`config.mk`:
```
export PLATFORM = sky130hd
export DESIGN_NAME = dmem_responder_flat
export DESIGN_NICKNAME = d
export VERILOG_FILES = /design/src/rtl/dmem_pkg.sv /design/src/rtl/dmem_if.sv /design/src/rtl/dmem_cache_tags.sv /design/src/rtl/dmem_responder.sv /design/src/flat_wrapper.sv
export SDC_FILE = /design/constraint.sdc
export NUM_CORES = 2
export LEC_CHECK = 0
export CAP_MARGIN = 10
export CORE_ASPECT_RATIO = 1.2
export CORE_MARGIN = 3
export CORE_UTILIZATION = 47
export DETAILED_ROUTE_END_ITERATION = 10
export PLACE_DENSITY_LB_ADDON = 0.3
export SLEW_MARGIN = 20
export SYNTH_ARGS = -nofsm -noshare
export SYNTH_HDL_FRONTEND = slang
export SYNTH_HIERARCHICAL = 1
export SYNTH_SLANG_ARGS = --single-unit
export TNS_END_PERCENT = 10
```
`constraint.sdc`:
```
create_clock -name clock -period 2.9 [get_ports clock]
set_clock_uncertainty 0.2 [all_clocks]
set_input_delay 0.435 -clock clock [delete_from_list [all_inputs] [get_ports clock]]
set_output_delay 0.435 -clock clock [all_outputs]
set_load 0.05 [all_outputs]
```
`src/rtl/dmem_pkg.sv`:
```
// rtl/dmem_pkg.sv - shared FSM state type and array-geometry helpers for the data-memory responder
package dmem_pkg;

    typedef enum logic [1:0] {
        IDLE = 2'd0,
        WAIT = 2'd1,
        DONE = 2'd2
    } dmem_state_t;

    function automatic int idx_width(input int depth);
        return (depth > 1) ? $clog2(depth) : 1;
    endfunction

    function automatic int line_width(input int nlines);
        return (nlines > 1) ? $clog2(nlines) : 1;
    endfunction

    function automatic int tag_width(input int depth, input int nlines);
        int w;
        w = idx_width(depth) - line_width(nlines);
        return (w > 0) ? w : 1;
    endfunction

endpackage

```
`src/rtl/dmem_if.sv`:
```
// rtl/dmem_if.sv - controller-to-memory load/store request bus with busy stall
interface dmem_if #(
    parameter int NBITS = 8
);
    logic             MemRead;
    logic             MemWrite;
    logic [NBITS-1:0] Address;
    logic [NBITS-1:0] WriteData;
    logic [NBITS-1:0] ReadData;
    logic             busy;

    modport master (
        output MemRead, MemWrite, Address, WriteData,
        input  ReadData, busy
    );

    modport slave (
        input  MemRead, MemWrite, Address, WriteData,
        output ReadData, busy
    );
endinterface

```
`src/rtl/dmem_cache_tags.sv`:
```
// rtl/dmem_cache_tags.sv - direct-mapped tag/valid/data store, built only with DMEM_CACHE_EN
`ifdef DMEM_CACHE_EN
module dmem_cache_tags
    import dmem_pkg::*;
#(
    parameter int NBITS  = 8,
    parameter int DEPTH  = 256,
    parameter int NLINES = 4
) (
    input  logic                         clock,
    input  logic                         reset,
    input  logic [idx_width(DEPTH)-1:0]  lookup_idx_i,
    output logic                         hit_o,
    output logic [NBITS-1:0]             hit_data_o,
    input  logic                         fill_en_i,
    input  logic [idx_width(DEPTH)-1:0]  fill_idx_i,
    input  logic [NBITS-1:0]             fill_data_i
);
    localparam int IW = idx_width(DEPTH);
    localparam int LW = line_width(NLINES);
    localparam int TW = tag_width(DEPTH, NLINES);

    logic [NLINES-1:0] valid_q;
    logic [TW-1:0]     tag_q  [NLINES];
    logic [NBITS-1:0]  data_q [NLINES];

    logic [LW-1:0] lk_line, fl_line;
    logic [TW-1:0] lk_tag,  fl_tag;

    assign lk_line = lookup_idx_i[LW-1:0];
    assign lk_tag  = lookup_idx_i[IW-1:LW];
    assign fl_line = fill_idx_i[LW-1:0];
    assign fl_tag  = fill_idx_i[IW-1:LW];

    assign hit_o      = valid_q[lk_line] && (tag_q[lk_line] == lk_tag);
    assign hit_data_o = data_q[lk_line];

    always_ff @(posedge clock or negedge reset) begin
        if (!reset) begin
            valid_q <= '0;
        end else if (fill_en_i) begin
            valid_q[fl_line] <= 1'b1;
        end
    end

    // Tag and data need no reset: they are ignored until the valid bit is set.
    always_ff @(posedge clock) begin
        if (fill_en_i) begin
            tag_q[fl_line]  <= fl_tag;
            data_q[fl_line] <= fill_data_i;
        end
    end
endmodule
`endif

```
`src/rtl/dmem_responder.sv`:
```
// rtl/dmem_responder.sv - data-memory responder with LATENCY wait states on busy
// Optional direct-mapped read cache enabled by macro DMEM_CACHE_EN.
module dmem_responder
    import dmem_pkg::*;
#(
    parameter int NBITS   = 8,
    parameter int DEPTH   = 256,
    parameter int LATENCY = 3,
    parameter int NLINES  = 4
) (
    input logic  clock,
    input logic  reset,
    dmem_if.slave bus
);
    localparam int  IW       = idx_width(DEPTH);
    localparam int  CW       = (LATENCY > 0) ? $clog2(LATENCY + 1) : 1;
    localparam bit  ZERO_LAT = (LATENCY == 0);

    if ((NLINES < 1) || ((NLINES & (NLINES - 1)) != 0)) begin : g_bad_nlines
        $error("dmem_responder: NLINES must be a power of 2");
    end

    logic [NBITS-1:0] mem_q [DEPTH];

    dmem_state_t      state_q, state_d;
    logic [CW-1:0]    cnt_q, cnt_d;
    logic             busy_c, commit_c;
    logic [NBITS-1:0] rdata_c;

    logic [IW-1:0] idx;
    logic          req, is_store, is_load;

    assign idx      = bus.Address[IW-1:0];
    assign req      = bus.MemRead | bus.MemWrite;
    assign is_store = bus.MemWrite;
    assign is_load  = bus.MemRead & ~bus.MemWrite;

    logic             cache_hit;
    logic [NBITS-1:0] cache_data;

`ifdef DMEM_CACHE_EN
    dmem_cache_tags #(
        .NBITS (NBITS),
        .DEPTH (DEPTH),
        .NLINES(NLINES)
    ) u_cache (
        .clock       (clock),
        .reset       (reset),
        .lookup_idx_i(idx),
        .hit_o       (cache_hit),
        .hit_data_o  (cache_data),
        .fill_en_i   (reset && (state_q == DONE) && req),
        .fill_idx_i  (idx),
        .fill_data_i (is_store ? bus.WriteData : mem_q[idx])
    );
`else
    assign cache_hit  = 1'b0;
    assign cache_data = '0;
`endif

    always_comb begin
        state_d  = state_q;
        cnt_d    = cnt_q;
        busy_c   = 1'b0;
        commit_c = 1'b0;
        rdata_c  = '0;
        case (state_q)
            IDLE: begin
                if (req) begin
                    if (ZERO_LAT) begin
                        commit_c = is_store;
                        rdata_c  = is_load ? mem_q[idx] : '0;
                    end else if (is_load && cache_hit) begin
                        rdata_c = cache_data;
                    end else begin
                        busy_c  = 1'b1;
                        cnt_d   = CW'(LATENCY - 1);
                        state_d = (LATENCY <= 1) ? DONE : WAIT;
                    end
                end
            end
            WAIT: begin
                busy_c = 1'b1;
                if (!req) begin
                    state_d = IDLE;
                end else begin
                    // Counter reaching zero after this decrement means the next cycle completes.
                    cnt_d = cnt_q - CW'(1);
                    if (cnt_q == CW'(1)) state_d = DONE;
                end
            end
            DONE: begin
                state_d  = IDLE;
                commit_c = is_store;
                rdata_c  = is_load ? mem_q[idx] : '0;
            end
            default: state_d = IDLE;
        endcase
    end

    always_ff @(posedge clock or negedge reset) begin
        if (!reset) begin
            state_q <= IDLE;
            cnt_q   <= '0;
        end else begin
            state_q <= state_d;
            cnt_q   <= cnt_d;
        end
    end

    // Storage is never cleared; a store arriving while reset is asserted is dropped.
    always_ff @(posedge clock) begin
        if (commit_c && reset) mem_q[idx] <= bus.WriteData;
    end

    assign bus.busy     = busy_c & reset;
    assign bus.ReadData = reset ? rdata_c : '0;
endmodule

```
`src/flat_wrapper.sv`:
```
// flat-port wrapper written by rule: the top's interface ports become plain ports
module dmem_responder_flat import dmem_pkg::*;
#(
    parameter int NBITS   = 8,
    parameter int DEPTH   = 256,
    parameter int LATENCY = 3,
    parameter int NLINES  = 4
)
  (clock, reset, bus_MemRead, bus_MemWrite, bus_Address, bus_WriteData, bus_ReadData, bus_busy);
  dmem_if #(.NBITS(NBITS)) bus_i ();
  input logic clock;
  input logic reset;
  input wire logic [$bits(bus_i.MemRead)-1:0] bus_MemRead;
  input wire logic [$bits(bus_i.MemWrite)-1:0] bus_MemWrite;
  input wire logic [$bits(bus_i.Address)-1:0] bus_Address;
  input wire logic [$bits(bus_i.WriteData)-1:0] bus_WriteData;
  output wire logic [$bits(bus_i.ReadData)-1:0] bus_ReadData;
  output wire logic [$bits(bus_i.busy)-1:0] bus_busy;
  assign bus_i.MemRead = bus_MemRead;
  assign bus_i.MemWrite = bus_MemWrite;
  assign bus_i.Address = bus_Address;
  assign bus_i.WriteData = bus_WriteData;
  assign bus_ReadData = bus_i.ReadData;
  assign bus_busy = bus_i.busy;
  dmem_responder #(.NBITS(NBITS), .DEPTH(DEPTH), .LATENCY(LATENCY), .NLINES(NLINES)) u_core (.clock(clock), .reset(reset), .bus(bus_i));
endmodule
```
-- Word-level counts from Yosys, hierarchy flattened
Memory sizes are Yosys's and may differ from the RTL's.
Cells that the tools add are included.
- RAM bits: 2048
- logic and storage cells: 34
- bits in registers: 4
- memories: 1
- memory list (name ; words ; width ; rd ports ; clocked after Yosys merged registers in ; wr ports ; line ; text):
    u_core.mem_q ; 256 ; 8 ; 1 ; 0 ; 1 ; dmem_responder.sv:23 ; logic [NBITS-1:0] mem_q [DEPTH];
- add/subtract/negate cells: 1
- muxes and demuxes: 15
- bitwise operators: 4
- equal/unequal tests: 6
- reduce and logical (&&, ||, !) cells: 5
- operators with widths (cell ; count):
    two-way mux 8 bit ; 3
    two-way mux 2 bit ; 5
    case mux 2 bit (2 select lines) ; 2
    == test 2 x 1 -> 1 bit, second input constant ; 2
    two-way mux 1 bit ; 4
    != test 2 x 1 -> 1 bit, second input constant ; 2
    != test 3 bit, second input constant ; 1
    AND reduction 3 bit ; 1
    bitwise AND 1 bit ; 2
    == test 2 bit, second input constant ; 1
    logical NOT 2 bit ; 1
    case mux 1 bit (2 select lines) ; 1
    AND reduction 2 bit ; 1
    nonzero test 2 bit ; 1
    subtractor 2 x 1 -> 2 bit, second input constant ; 1
    logical AND 1 bit ; 1
    inverter 1 bit ; 1
    OR 1 bit ; 1

-- Depth between registers and ports, before layout
- depth after elaboration: 5
- mapped depth: 11

-- Worst setup path after synthesis
No wires, ideal clock.
- kind: input-to-output
- from: in bus_Address[1]
- to: out bus_ReadData[6]
- required time: 2.265 ns
- cell stages on the path: 10
- arrival: 2.560 ns
- buffers on the path: 3
- slack: -0.295 ns
- cells stage by stage: buf_2 > buf_2 > buf_1 > mux2i_1 > o22ai_1 > nor4_1 > nand2_1 > o31ai_1 > nand3_1 > a211o_1
- longest elaborated chain between the ends: 4
- RTL lines (what ; line ; text):
    from (decl) ; flat_wrapper.sv:15 ; input wire logic [$bits(bus_i.Address)-1:0] bus_Address;
    memory read (256 x 8 bit) ; - ;
    two-way mux 8 bit ; dmem_responder.sv:95 ; rdata_c = is_load ? mem_q[idx] : '0;
    two-way mux 8 bit ; - ;
    two-way mux 8 bit ; dmem_responder.sv:117 ; assign bus.ReadData = reset ? rdata_c : '0;
    to (decl) ; flat_wrapper.sv:17 ; output wire logic [$bits(bus_i.ReadData)-1:0] bus_ReadData;
Every way passes these cells.

-- Worst setup path after layout
- from: in bus_Address[4]
- to: out bus_ReadData[4]
The elaborated chain is that of the path after synthesis.

==> impl_metrics.py <==
metrics = {
    "run_status": {
        "outcome": "finished, violations left",
        "violations": "negative setup slack",
    },
    "setup_path": {
        "path_cells": "clkdlybuf4s50_1 -> buf_4 -> nor2b_1 -> and3_1 -> buf_4 -> a22oi_2 -> nand4_1 -> nor4_4 -> a21oi_2 -> or3_4 -> buf_6",
        "cp.arrival_ns": 3.35,
        "ff2ff_setup_slack_ns": 0.35,
        "max_stage_delay_ns": 0.42,
        "reg2reg_depth": 9,
        "critPathCapture": "bus_ReadData[4]",
        "r2r_start": "u_core/state_q[0]$_DFFE_PN0P_",
        "crit_fanout": 8,
        "path_buf_inv": 4,
        "reg2reg_to": "u_core/mem_q[86][3]$_DFFE_PP_",
        "required_ns": 2.27,
        "start_kind": "primary input",
        "crit_slowest_cell": "or3_4",
        "path_class": "in -> out",
        "critPathTopFamily": "simple AND/OR/NAND/NOR gates",
        "crit_path_start": "bus_Address[4]",
        "crit_top_cell": "buf_4",
        "cp_num_cells": 11,
        "endpoint_kind": "output port",
    },
    "floorplanning": {
        "die-area_mm2": 0.1749,
        "start_util": 0.4735,
        "die_width_um": 382.3,
        "io_pins": 29,
        "die_y_um": 457.5,
        "core_region_area_mm2": 0.1687,
        "row_count": 165,
    },
    "logic_synthesis": {
        "synth_flop_cell": "edfxtp_1",
        "synthXorXnorAreaFrac": 0,
        "ys_types": 46,
        "yosys.area_share.simple": 0.03688,
        "synth_compound_area_frac": 0.03495,
        "synth_nets": 4096,
        "yosysSeqAreaShare": 0.7714,
        "postSynthAreaPerCell_um2": 19.60,
        "synthCells": 4075,
        "yosysWarnings": 6,
        "async_flop_share": 0.001949,
        "synth-seq-cells": 2052,
        "synth_top_family_by_area": "multiplexers",
        "synth_mux_area_frac": 0.1408,
        "yosys.area_share.adder": 0.0001567,
        "synth_area_mm2": 0.07986,
        "synth_edf_count": 2048,
    },
    "layout": {
        "layout-drive-gt1-share": 0.2992,
        "syn2layout_area_growth_pct": 20.90,
        "final_cells": 7301,
        "design_area_mm2": 0.09655,
        "nets": 4912,
    },
    "global_route": {
        "grt_overflow_total": 0,
        "grt_usage": 0.2381,
        "grt_pass1_vias": 43110,
        "grt_max_degree": 95,
        "grt_pass1_wl_um": 301800,
        "grt_antenna_before_repair": 2,
    },
    "placed_design": {
        "dp_cells": 6926,
        "port_buffers": 28,
        "finalWeightedCongestion": 0.9408,
        "dp_hpwl_um": 137600,
        "pre_cts_slack_ns": -1.752,
        "dpl_cell_area_mm2": 0.08943,
    },
    "route": {
        "avgViaCountPerCell": 5.893,
        "first_pass_iters": 6,
        "detail-route-antenna-nets": 0,
        "wl_met3_um": 13680,
        "drtIter0Drc": 4814,
        "wl_met1_um": 77890,
        "wl_per_cell_um": 28.46,
        "met2_wirelength_um": 105000,
        "drcViolationCount": 0,
        "top_layer_used": "met4",
        "via_count": 43030,
        "wl_um": 207800,
    },
    "worst_hold_path": {
        "hold_class": "in -> reg",
    },
    "timing": {
        "min_period_over_period": 1.374,
        "worst_slew_pin_slew_ns": 0.8333,
        "rsz0062_at_grt": "true",
        "relSlewSlack": 0.4444,
        "period_minus_slack_ns": 3.985,
        "setup_violations": 8,
        "timing.hold.ws_ns": 0.2331,
        "maxSlewViolCount": 0,
        "setup_ws_ns": -1.085,
        "hold_viol": 0,
        "timing.fmax_mhz": 250.9,
    },
    "cts": {
        "cts_sinks": 2052,
        "numCtsBuffers": 186,
        "path_clk_slew_ns": 0.06,
        "clk_path_buf_depth": 3,
        "cts_tree": "built",
        "htree_levels": 4,
        "cts-root-buf": "clkbuf_16",
        "clk_latency_ns": 0.81,
    },
    "power": {
        "internal-power_mw": 48.04,
        "seqPwrFrac": 0.537,
        "p_leak_nw": 32.97,
        "swShare": 0.2091,
        "p_sw_mw": 12.71,
        "p_clk_frac": 0.409,
        "total_power_mw": 60.75,
        "power_frac_comb": 0.054,
        "vdd_ir_drop_max_mv": 0.6360,
        "power_density_mw_per_mm2": 629.2,
    },
    "flow_run": {
        "cap_violations": 0,
    },
}
[tightest hold or removal path, stage by stage]
cell and delay [ns]:
clkdlybuf4s50_1 0.50, o21bai_1 0.15, nor2_1 0.13
[per-layer routing]
metal  track usage  vias up
met2        0.4005     1793
met4        0.1177        0
met3       0.03226      448
met1        0.3062    22410
met5             0        -
li1              -    18370
[cell usage in the layout, fill, tap and decap left out, types with 25 or more instances in the layout]
master     netlist  final
edfxtp_1      2048   2048
buf_4           25    697
mux2i_1        455    443
mux4_2         297    297
nor2_1         279    276
a22oi_1        198    191
clkbuf_16        0    188
o22ai_1        142    141
buf_12           0    123
nand2_1         88     87
nand3_1         56     54
and3_1          46     45
clkinv_1         0     38
nor2b_1         42     38
clkinv_2         0     33
clkbuf_1        66     32
nor4_1          37     26
nand4_1         25     25
[cells in the mapped netlist (31+ instances only)]
library cell / n / share of area
buf_2: 121 / 0.0076
nor2b_1: 42 / 0.0033
mux4_2: 297 / 0.084
nand3_1: 56 / 0.0035
nand2_1: 88 / 0.0041
edfxtp_1: 2048 / 0.77
nor2_1: 279 / 0.013
a22oi_1: 198 / 0.019
and3_1: 46 / 0.0036
mux2i_1: 455 / 0.057
o31ai_1: 31 / 0.0029
clkbuf_1: 66 / 0.0031
nor4_1: 37 / 0.0029
o22ai_1: 142 / 0.011
[logic make-up (layout without fill, tap and decap cells)]
kind of cell | Yosys count | after routing
simple gates | 623 | 623
other cells | 0 | 3
fa+ha+maj | 1 | 1
compound gates | 401 | 401
flops | 2052 | 2052
mux | 752 | 752
buf+inv | 246 | 1215
[power groups by stage]
stage          sequential [mW]  clock [mW]  combinational (mW)
6_report                  32.6        24.8                3.28
5_1_grt                   32.6        26.3                3.45
4_1_cts                   32.6        25.2                3.28
3_5_place_dp              33.3           0                3.16
3_3_place_gp              33.3           0                3.11
2_1_floorplan             33.3           0                1.54
[flip-flops by register name, summed over array words and instances, names as in the netlist]
name / count
u_core/cnt_q: 2
u_core/mem_q: 2048
u_core/state_q: 2
[per-stage QoR]
| step | setup TNS [ns] | util |
|---|---|---|
| after CTS | -8.220 | 0.5714 |
| after global routing | -8.689 | 0.5724 |
| after floorplan | -0.008019 | - |
| after global placement | -44.84 | 0.5302 |
| final | -8.113 | 0.5724 |
| after detailed placement | -62.57 | 0.5302 |
[repair_timing]
action | CTS | global route
gates resized for setup | 87 | 25
cloned | 4 | 0
hold endpoints to repair | 433 | 0
endpoints found under the setup margin | 8 | 8
pin swaps | 23 | 19
buffers inserted | 16 | 0
hold buffers | 9 | 0
[area by class of cell]
cell class                 instances  area [um^2]
clock buffer                     220         4825
clock inverter                   121         1335
timing repair buffer             871         8436
fill                           12430        72120
inverter                           3        11.26
antenna                            3        7.507
tap                             2254         2820
sequential                      2052        61600
multi-input combinational       1777        17510
[worst min path at each step]
stage	slack, ns	end	from	depth (start not counted)
5_1_grt	0.23	u_core/state_q[0]$_DFFE_PN0P_	reset	3
2_1_floorplan	-0.06	u_core/cnt_q[0]$_DFFE_PN0P_	reset	0
3_5_place_dp	0.31	u_core/cnt_q[0]$_DFFE_PN0P_	u_core/cnt_q[0]$_DFFE_PN0P_	2
4_1_cts	0.16	u_core/state_q[1]$_DFFE_PN0P_	bus_MemRead	3
6_report	0.23	u_core/state_q[1]$_DFFE_PN0P_	bus_MemRead	3
3_3_place_gp	0.28	u_core/cnt_q[0]$_DFFE_PN0P_	u_core/cnt_q[0]$_DFFE_PN0P_	2
Power figures use the tool's default switching activity.
